[src/rtl/unary_stream_decoder.sv]
// unary_stream_decoder
// Counts the '1' bits of a unary (stochastic) bitstream over a window of
// N = 2**WIN_LOG2 valid samples. It returns the count as an unsigned magnitude
// (oData, 0..N) and as a bipolar signed value (oDataBip = 2*oData - N). Both
// are held in a valid/ready output register.
//
// Ports
//   iClk      clock, rising edge
//   iRst      synchronous active-high reset
//   iStart    arm the decoder, or re-align the current window
//   iEn       iBit carries a valid stream sample this cycle
//   iBit      unary stream bit
//   iReady    downstream accepts the output register
//   iClrOvr   clear the sticky overrun flag
//   oData     ones count of the last completed window
//   oDataBip  signed bipolar value of the last completed window
//   oValid    output register holds an unconsumed result
//   oBusy     a window is being accumulated
//   oOverrun  sticky flag: a completed window was dropped
module unary_stream_decoder #(
    parameter int WIN_LOG2 = 8,
    parameter bit CONT     = 1'b1
) (
    input  logic                  iClk,
    input  logic                  iRst,
    input  logic                  iStart,
    input  logic                  iEn,
    input  logic                  iBit,
    input  logic                  iReady,
    input  logic                  iClrOvr,
    output logic [WIN_LOG2:0]     oData,
    output logic [WIN_LOG2+1:0]   oDataBip,
    output logic                  oValid,
    output logic                  oBusy,
    output logic                  oOverrun
);

    localparam int N = 2 ** WIN_LOG2;
    localparam logic [WIN_LOG2-1:0] LAST_SAMPLE = WIN_LOG2'(N - 1);
    localparam logic [WIN_LOG2+1:0] N_BIP       = (WIN_LOG2 + 2)'(N);

    typedef enum logic {
        IDLE  = 1'b0,
        ACCUM = 1'b1
    } state_t;

    state_t              state;
    state_t              state_next;
    logic [WIN_LOG2-1:0] sample_cnt;
    logic [WIN_LOG2:0]   ones_cnt;
    logic                window_end;
    logic [WIN_LOG2:0]   result;
    logic                load;
    logic                drop;

    // A restart in the same cycle wins over the sample, so a window cannot
    // end in a cycle with iStart. The final sample's bit is added on the fly.
    always_comb begin
        window_end = (state == ACCUM) && !iStart && iEn && (sample_cnt == LAST_SAMPLE);
        result     = ones_cnt + {{WIN_LOG2{1'b0}}, iBit};
        load       = window_end && (!oValid || iReady);
        drop       = window_end && oValid && !iReady;
    end

    always_ff @(posedge iClk) begin
        if (iRst) begin
            state <= IDLE;
        end else begin
            state <= state_next;
        end
    end

    always_comb begin
        state_next = state;
        case (state)
            IDLE: begin
                if (iStart) begin
                    state_next = ACCUM;
                end
            end
            ACCUM: begin
                if (window_end && !CONT) begin
                    state_next = IDLE;
                end
            end
            default: state_next = IDLE;
        endcase
    end

    // The sample counter stops at N-1 and clears on the window's last sample.
    // The ones counter therefore never exceeds N-1 here and cannot wrap.
    always_ff @(posedge iClk) begin
        if (iRst) begin
            sample_cnt <= '0;
            ones_cnt   <= '0;
        end else if (iStart || window_end) begin
            sample_cnt <= '0;
            ones_cnt   <= '0;
        end else if ((state == ACCUM) && iEn) begin
            sample_cnt <= sample_cnt + 1'b1;
            ones_cnt   <= result;
        end
    end

    // A new result may load when the register is empty, or when it is being
    // consumed in this same cycle. Otherwise the new result is dropped.
    always_ff @(posedge iClk) begin
        if (iRst) begin
            oData    <= '0;
            oDataBip <= '0;
            oValid   <= 1'b0;
        end else if (load) begin
            oData    <= result;
            oDataBip <= {result, 1'b0} - N_BIP;
            oValid   <= 1'b1;
        end else if (oValid && iReady) begin
            oValid   <= 1'b0;
        end
    end

    // A new overrun takes priority over a clear in the same cycle.
    always_ff @(posedge iClk) begin
        if (iRst) begin
            oOverrun <= 1'b0;
        end else if (drop) begin
            oOverrun <= 1'b1;
        end else if (iClrOvr) begin
            oOverrun <= 1'b0;
        end
    end

    assign oBusy = (state == ACCUM);

endmodule
[config.mk]
export PLATFORM = sky130hd
export DESIGN_NAME = unary_stream_decoder
export DESIGN_NICKNAME = d
export VERILOG_FILES = /design/src/rtl/unary_stream_decoder.sv
export SDC_FILE = /design/constraint.sdc
export NUM_CORES = 1
export LEC_CHECK = 0
export ABC_AREA = 1
export BUFFER_PORTS_ARGS = -buffer_cell sky130_fd_sc_hd__buf_2
export CORE_MARGIN = 4
export CORE_UTILIZATION = 30
export CTS_BUF_LIST = sky130_fd_sc_hd__clkbuf_16
export CTS_CLUSTER_SIZE = 12
export DETAILED_ROUTE_END_ITERATION = 10
export SYNTH_ARGS = -nofsm -noshare
export SYNTH_HDL_FRONTEND = slang
export SYNTH_SLANG_ARGS = --single-unit
[constraint.sdc]
create_clock -name iClk -period 2.1 [get_ports iClk]
set_clock_uncertainty 0.1 [all_clocks]
set_input_delay 0.63 -clock iClk [delete_from_list [all_inputs] [get_ports iClk]]
set_output_delay 0.63 -clock iClk [all_outputs]
set_load 0.005 [all_outputs]
## Word-level counts from Yosys, hierarchy flattened

Index checks and enable logic that the tools add are counted.

- Add/subtract/negate cells: 3
- Eq/ne operators: 1
- Muxes and demuxes: 6
- Reduce and logical (&&, ||, !) cells: 16

Operator list:

| operator | number |
|---|---|
| 10-bit by 9-bit subtractor with 10-bit output, second input constant | 1 |
| 9-bit by 1-bit adder with 9-bit output | 1 |
| 8-bit by 1-bit adder with 8-bit output, second input constant | 1 |
| 8-bit == test, second input constant | 1 |
| 1-bit logical AND | 8 |
| 1-bit 2-to-1 mux | 6 |
| 2-bit nonzero test | 2 |
| 1-bit logical NOT | 3 |
| 1-bit logical OR | 2 |
| 2-bit OR reduction | 1 |

- Register bits after elaboration: 39
- Input port bits: 7
- Word-level logic and storage cells: 33

## Logic depth before layout (Yosys ltp)

Gate-level depths: netlist of the first run.

- Depth in word-level cells: 7
- Mapped depth: 12

## Worst setup path after synthesis of the first run

No wires, ideal clock.

- Path type: input port to flip-flop
- From: in iBit
- To: reg oDataBip[9]
- Setup time: 0.109 ns
- Data arrival time: 1.575 ns
- Setup slack: 0.317 ns
- Stages: 11
- Cells stage by stage: ha_1 -> ha_1 -> nand2_1 -> nor2_1 -> nand3_1 -> nand2_1 -> inv_1 -> nand3_1 -> nand3_1 -> nand2_1 -> inv_1

- Longest elaborated chain between the ends: 2

Ends and longest elaborated chain:

| element | RTL line | RTL |
|---|---|---|
| start, declared | 28 | `input logic iBit,` |
| 9-bit by 1-bit adder with 9-bit output | 60 | `result = ones_cnt + {{WIN_LOG2{1'b0}}, iBit};` |
| 10-bit by 9-bit subtractor with 10-bit output | 114 | `oDataBip <= {result, 1'b0} - N_BIP;` |
| end signal, assigned | 114 |  |
| end, declared | 32 | `output logic [WIN_LOG2+1:0] oDataBip,` |

Every way passes these cells.
A chain may end at the register's enable or synchronous reset.

## Worst setup path after layout of the first run

Ends and elaborated chain as after synthesis.

==> run summary, run 1 <==
IO Port Bufs = 27
initial antenna violation count = 0
via/cell ratio = 4.48
Placement Rows = 25
largest net degree at the start of global routing = 15
WS Path Type = primary input to flip-flop
pre-CTS WS = 102 ps
fill cell count = 503
Antenna Cells = 0
DRT iter0 DRCs = 43
via count = 1,259
Nets = 236
Leak Pwr = 0.800 nW
NetSw = 0.272 mW
syn_area_per_cell = 7.26 sq um
Yosys warnings = 0
fin cells = 281
gr usage total = 10.2%
CP required = 2170 ps
Pins Over Slew Limit = 0
Root Buffer = clkbuf_16
gpl congestion = 0.818
Peak VDD IR = 0.000335 V
RSZ-0062 raised after global routing = no
num ports = 29
synth top area cells = dfxtp_1 43%, nor2_1 10%, nand2_1 9.8%
Tmin final = 1740 ps
most common cell after layout, fill and taps aside = nor2_1
Overflow after GRT = 0
Comb pwr share = 3.7%
worst path cell trace = buf_2 > ha_1 > ha_1 > nand2_1 > nor2_1 > nand3_1 > nand2_1 > inv_1 > nand3_1 > nand3_1 > nand2_1 > inv_1
Post-CTS Hold Buffers = 0
worst skew pair latency = 270 ps
pwr dens = 753 nW/um^2
die area = 6010 sq um
sequential area share after synthesis = 42.8%
Detailed Routing Iterations Pass 1 = 4
antenna-violating nets left = 0
clk buf depth = 2
DRC Markers = 0
Synth top area share = 42.8%
Num CTS Buffers = 5
synthesized flop and latch total = 31
final wirelength = 2890 microns
arrival time worst endpoint = 1800 ps
Final Hold Fails = 0
Final Util = 37.1%
CTS Sinks = 31
postcts setup bufs = 0
DR WL/cell = 10.3 microns
first-pass GRT wire length = 4890 microns
Resized cells post-CTS = 0
Final period util = 82.7%
TritonCTS clock tree = done
Reg power frac = 45.7%
internal power = 1.04 mW
H-tree levels = 2
vias in the first global route = 1,153
Clk pin slew, worst setup/hold paths = 50 ps
f_max = 576 MHz
Max Cap Viol = 0
CP max stage delay = 200 ps
post-route cell area = 1740 sq um
status = completed
Worst setup EP type = flip-flop
hold_ws = 363 ps
Syn Inst Count = 200
Setup WS post-layout = 364 ps
Yosys cell types = 27
most frequent cells in the layout = 40 x nor2_1, 38 x nand2_1, 31 x dfxtp_1
clock share of power = 50.6%
Critical Path Slowest Stage Cell = nor2_1
Initial Util = 30.9%
placed cell count = 273
setup TNS = 0 ps
Post-Syn Area = 1450 sq um
die width = 77.6 microns
power consumption = 1.31 mW
Die Y-Extent = 77.6 microns
Hold Path Class = flip-flop to flip-flop
Final setup viols = 0
Core Area = 4690 sq um
Net Sw Frac = 20.8%
CP max FO = 3
fraction of layout cells with a size suffix above 1 = 18.9%
P&R area growth vs syn = 19.8%
Placement Cell Area = 1600 sq um
Yosys top cell by area = dfxtp_1
crit path launch type = primary input
Post-DP HPWL = 2130 microns
syn_nets = 210
-- critical path, delay by kind of cell --
family / cells / cell delay [ps]
buffers and inverters: 3 / 170
and+or+nand+nor: 7 / 670
adders and majority gates: 2 / 330
-- worst paths after layout --
kind	startpoint	end	slack (ps)	depth (start not counted)
worst max-delay path	iBit	oDataBip[9]	360	12
worst min-delay path	oOverrun	oOverrun	360	2
worst max register to register	sample_cnt[1]	oDataBip[9]	430	10
worst min register to register	oOverrun	oOverrun	360	2
-- metal layers --
metal  track usage, %  share of wire, %  vias to the layer above
met5                0                 0                        -
met2             16.5                44                       25
met3             3.48               4.9                        5
met1             12.2                50                      555
li1                 -                 -                      674
met4             4.27               1.9                        0
-- final cells by class --
| type | instances | area [sq um] | area share, % |
|---|---|---|---|
| Clock inverter | 3 | 11.3 | 0.647 |
| Timing Repair Buffer | 32 | 173 | 9.93 |
| Sequential cell | 31 | 621 | 35.7 |
| Multi-Input combinational cell | 138 | 674 | 38.8 |
| Inverter | 18 | 67.6 | 3.88 |
| Tap cell | 54 | 67.6 | 3.88 |
| Clock buffer | 5 | 125 | 7.19 |
-- power by group through the flow --
stage	clock network [mW]	registers, mW	logic [mW]
3_5_place_dp	0	0.611	0.0482
2_1_floorplan	0	0.610	0.0296
4_1_cts	0.687	0.599	0.0484
3_3_place_gp	0	0.611	0.0479
6_report	0.663	0.599	0.0480
5_1_grt	0.699	0.599	0.0554
-- kinds of logic after synthesis --
kind of cell	Yosys count	synth area share [%]
AOI/OAI and AO/OA	31	11.2
xor gates and xnor gates	8	4.83
adders and majority gates	3	2.59
buffers and inverters	31	10.8
DFF	31	42.8
other	1	0.258
and+or+nand+nor	95	27.6
-- cells in the mapped netlist --
master	n
nor2_1	40
nand2_1	38
dfxtp_1	31
inv_1	17
a21oi_1	13
buf_4	8
nand3_1	8
o21ai_0	8
o21ai_1	7
xor2_1	6
ha_1	3
buf_2	2
clkbuf_1	2
nor2_4	2
nor3_1	2
xnor2_1	2
a211oi_1	1
a21boi_0	1
and2_1	1
buf_6	1
conb_1	1
inv_2	1
nand2_2	1
nand3_2	1
nand4_1	1
nor2_2	1
o21a_1	1
-- sequential cells by signal, indices dropped and copies added (netlist names) --
name,cells
oData,9
ones_cnt,9
sample_cnt,8
oDataBip,2
oBusy,1
oOverrun,1
oValid,1
Note: power is estimated with default switching activity, not from simulation.
==> run 2, diff against run 1 <==
Clock period 2.1 ns to 1.5 ns, I/O delays scaled along.
==> run summary, run 2 (synthesis gave the netlist of run 1 again) <==
most frequent cells in the layout = 36 x nor2_1, 35 x nand2_1, 27 x buf_2, 27 x dfxtp_1
hold_ws = 254 ps
Post-CTS Hold Buffers = 0
power consumption = 1.86 mW
P&R area growth vs syn = 36.4%
initial antenna violation count = 0
Die Y-Extent = 77.6 microns
gr usage total = 11.5%
WS Path Type = flip-flop to flip-flop
most common cell after layout, fill and taps aside = nor2_1
RSZ-0062 raised after global routing = yes
clk buf depth = 2
fraction of layout cells with a size suffix above 1 = 31.4%
vias in the first global route = 1,262
Pins Over Slew Limit = 0
TritonCTS clock tree = done
die area = 6010 sq um
final wirelength = 3110 microns
Overflow after GRT = 0
crit path launch type = flip-flop
post-route cell area = 1980 sq um
Final Util = 42.2%
gpl congestion = 0.800
Leak Pwr = 0.885 nW
Post-DP HPWL = 2250 microns
DRT iter0 DRCs = 43
Peak VDD IR = 0.000559 V
placed cell count = 287
DRC Markers = 0
arrival time worst endpoint = 1590 ps
Top Registers = oData: 9 flops, ones_cnt: 9 flops, sample_cnt: 8 flops
Hold Path Class = primary input to flip-flop
Root Buffer = clkbuf_16
Placement Rows = 25
f_max = 679 MHz
fin cells = 296
Max Cap Viol = 0
Placement Cell Area = 1770 sq um
Final period util = 98.2%
Hold Path Stages = 2
first-pass GRT wire length = 5440 microns
Detailed Routing Iterations Pass 1 = 4
Tmin final = 1470 ps
Antenna Cells = 0
setup TNS = 0 ps
DR WL/cell = 10.5 microns
via/cell ratio = 4.46
Num CTS Buffers = 5
Setup WS post-layout = 27.1 ps
Final Hold Fails = 0
die width = 77.6 microns
via count = 1,319
Clk pin slew, worst setup/hold paths = 50 ps
H-tree levels = 2
largest net degree at the start of global routing = 15
status = completed
CP max FO = 5
Nets = 251
worst reg-to-reg path cell count = 10
worst skew pair latency = 280 ps
Initial Util = 30.9%
IO Port Bufs = 27
Worst setup EP type = flip-flop
num ports = 29
CTS Sinks = 31
Core Area = 4690 sq um
pwr dens = 941 nW/um^2
antenna-violating nets left = 0
Final setup viols = 0
pre-CTS WS = -198 ps
CP required = 1620 ps
## run 2: worst paths after layout
kind	start	end	slack, ps
worst max-delay path	sample_cnt[0]	oDataBip[9]	30
worst min-delay path	iRst	oBusy	250
worst max register to register	sample_cnt[0]	oDataBip[9]	30
worst min register to register	oOverrun	oOverrun	360
## run 2: critical path, stage by stage, from the launching register on
cell and delay [ps]:
dfxtp_4 360, ha_4 130, inv_2 40, nor2_4 120, nand3_4 100, nor2_4 190
buf_4 150, nand3_1 70, nand3_1 70, nand2_1 50, inv_1 40
## run 2: layer usage
layer	global-route usage [%]	vias up	wire length, microns
met4	7.47	0	87
met1	14.4	582	1480
met5	0	-	0
met2	17.1	28	1380
met3	3.25	7	162
li1	-	702	-
## run 2: cell type report
type / instances / area (sq um)
Inverter: 18 / 73.8
Timing Repair Buffer: 47 / 322
Clock inverter: 3 / 11.3
Clock buffer: 5 / 125
Fill cell: 496 / 2710
Multi-Input combinational cell: 138 / 752
Sequential cell: 31 / 628
Tap cell: 54 / 67.6
## run 2: what timing repair did
action	4_1_cts	5_1_grt
pin swaps	2	6
endpoints found under the setup margin	6	26
setup buffers	0	1
resized for setup	4	17
## run 2: report_power, final
| group | internal (mW) | leakage [nW] | switching (mW) |
|---|---|---|---|
| Combinational | 0.0454 | 0.563 | 0.0487 |
| Sequential | 0.832 | 0.252 | 0.00732 |
| Clock | 0.595 | 0.0701 | 0.335 |
| Total | 1.47 | 0.885 | 0.391 |
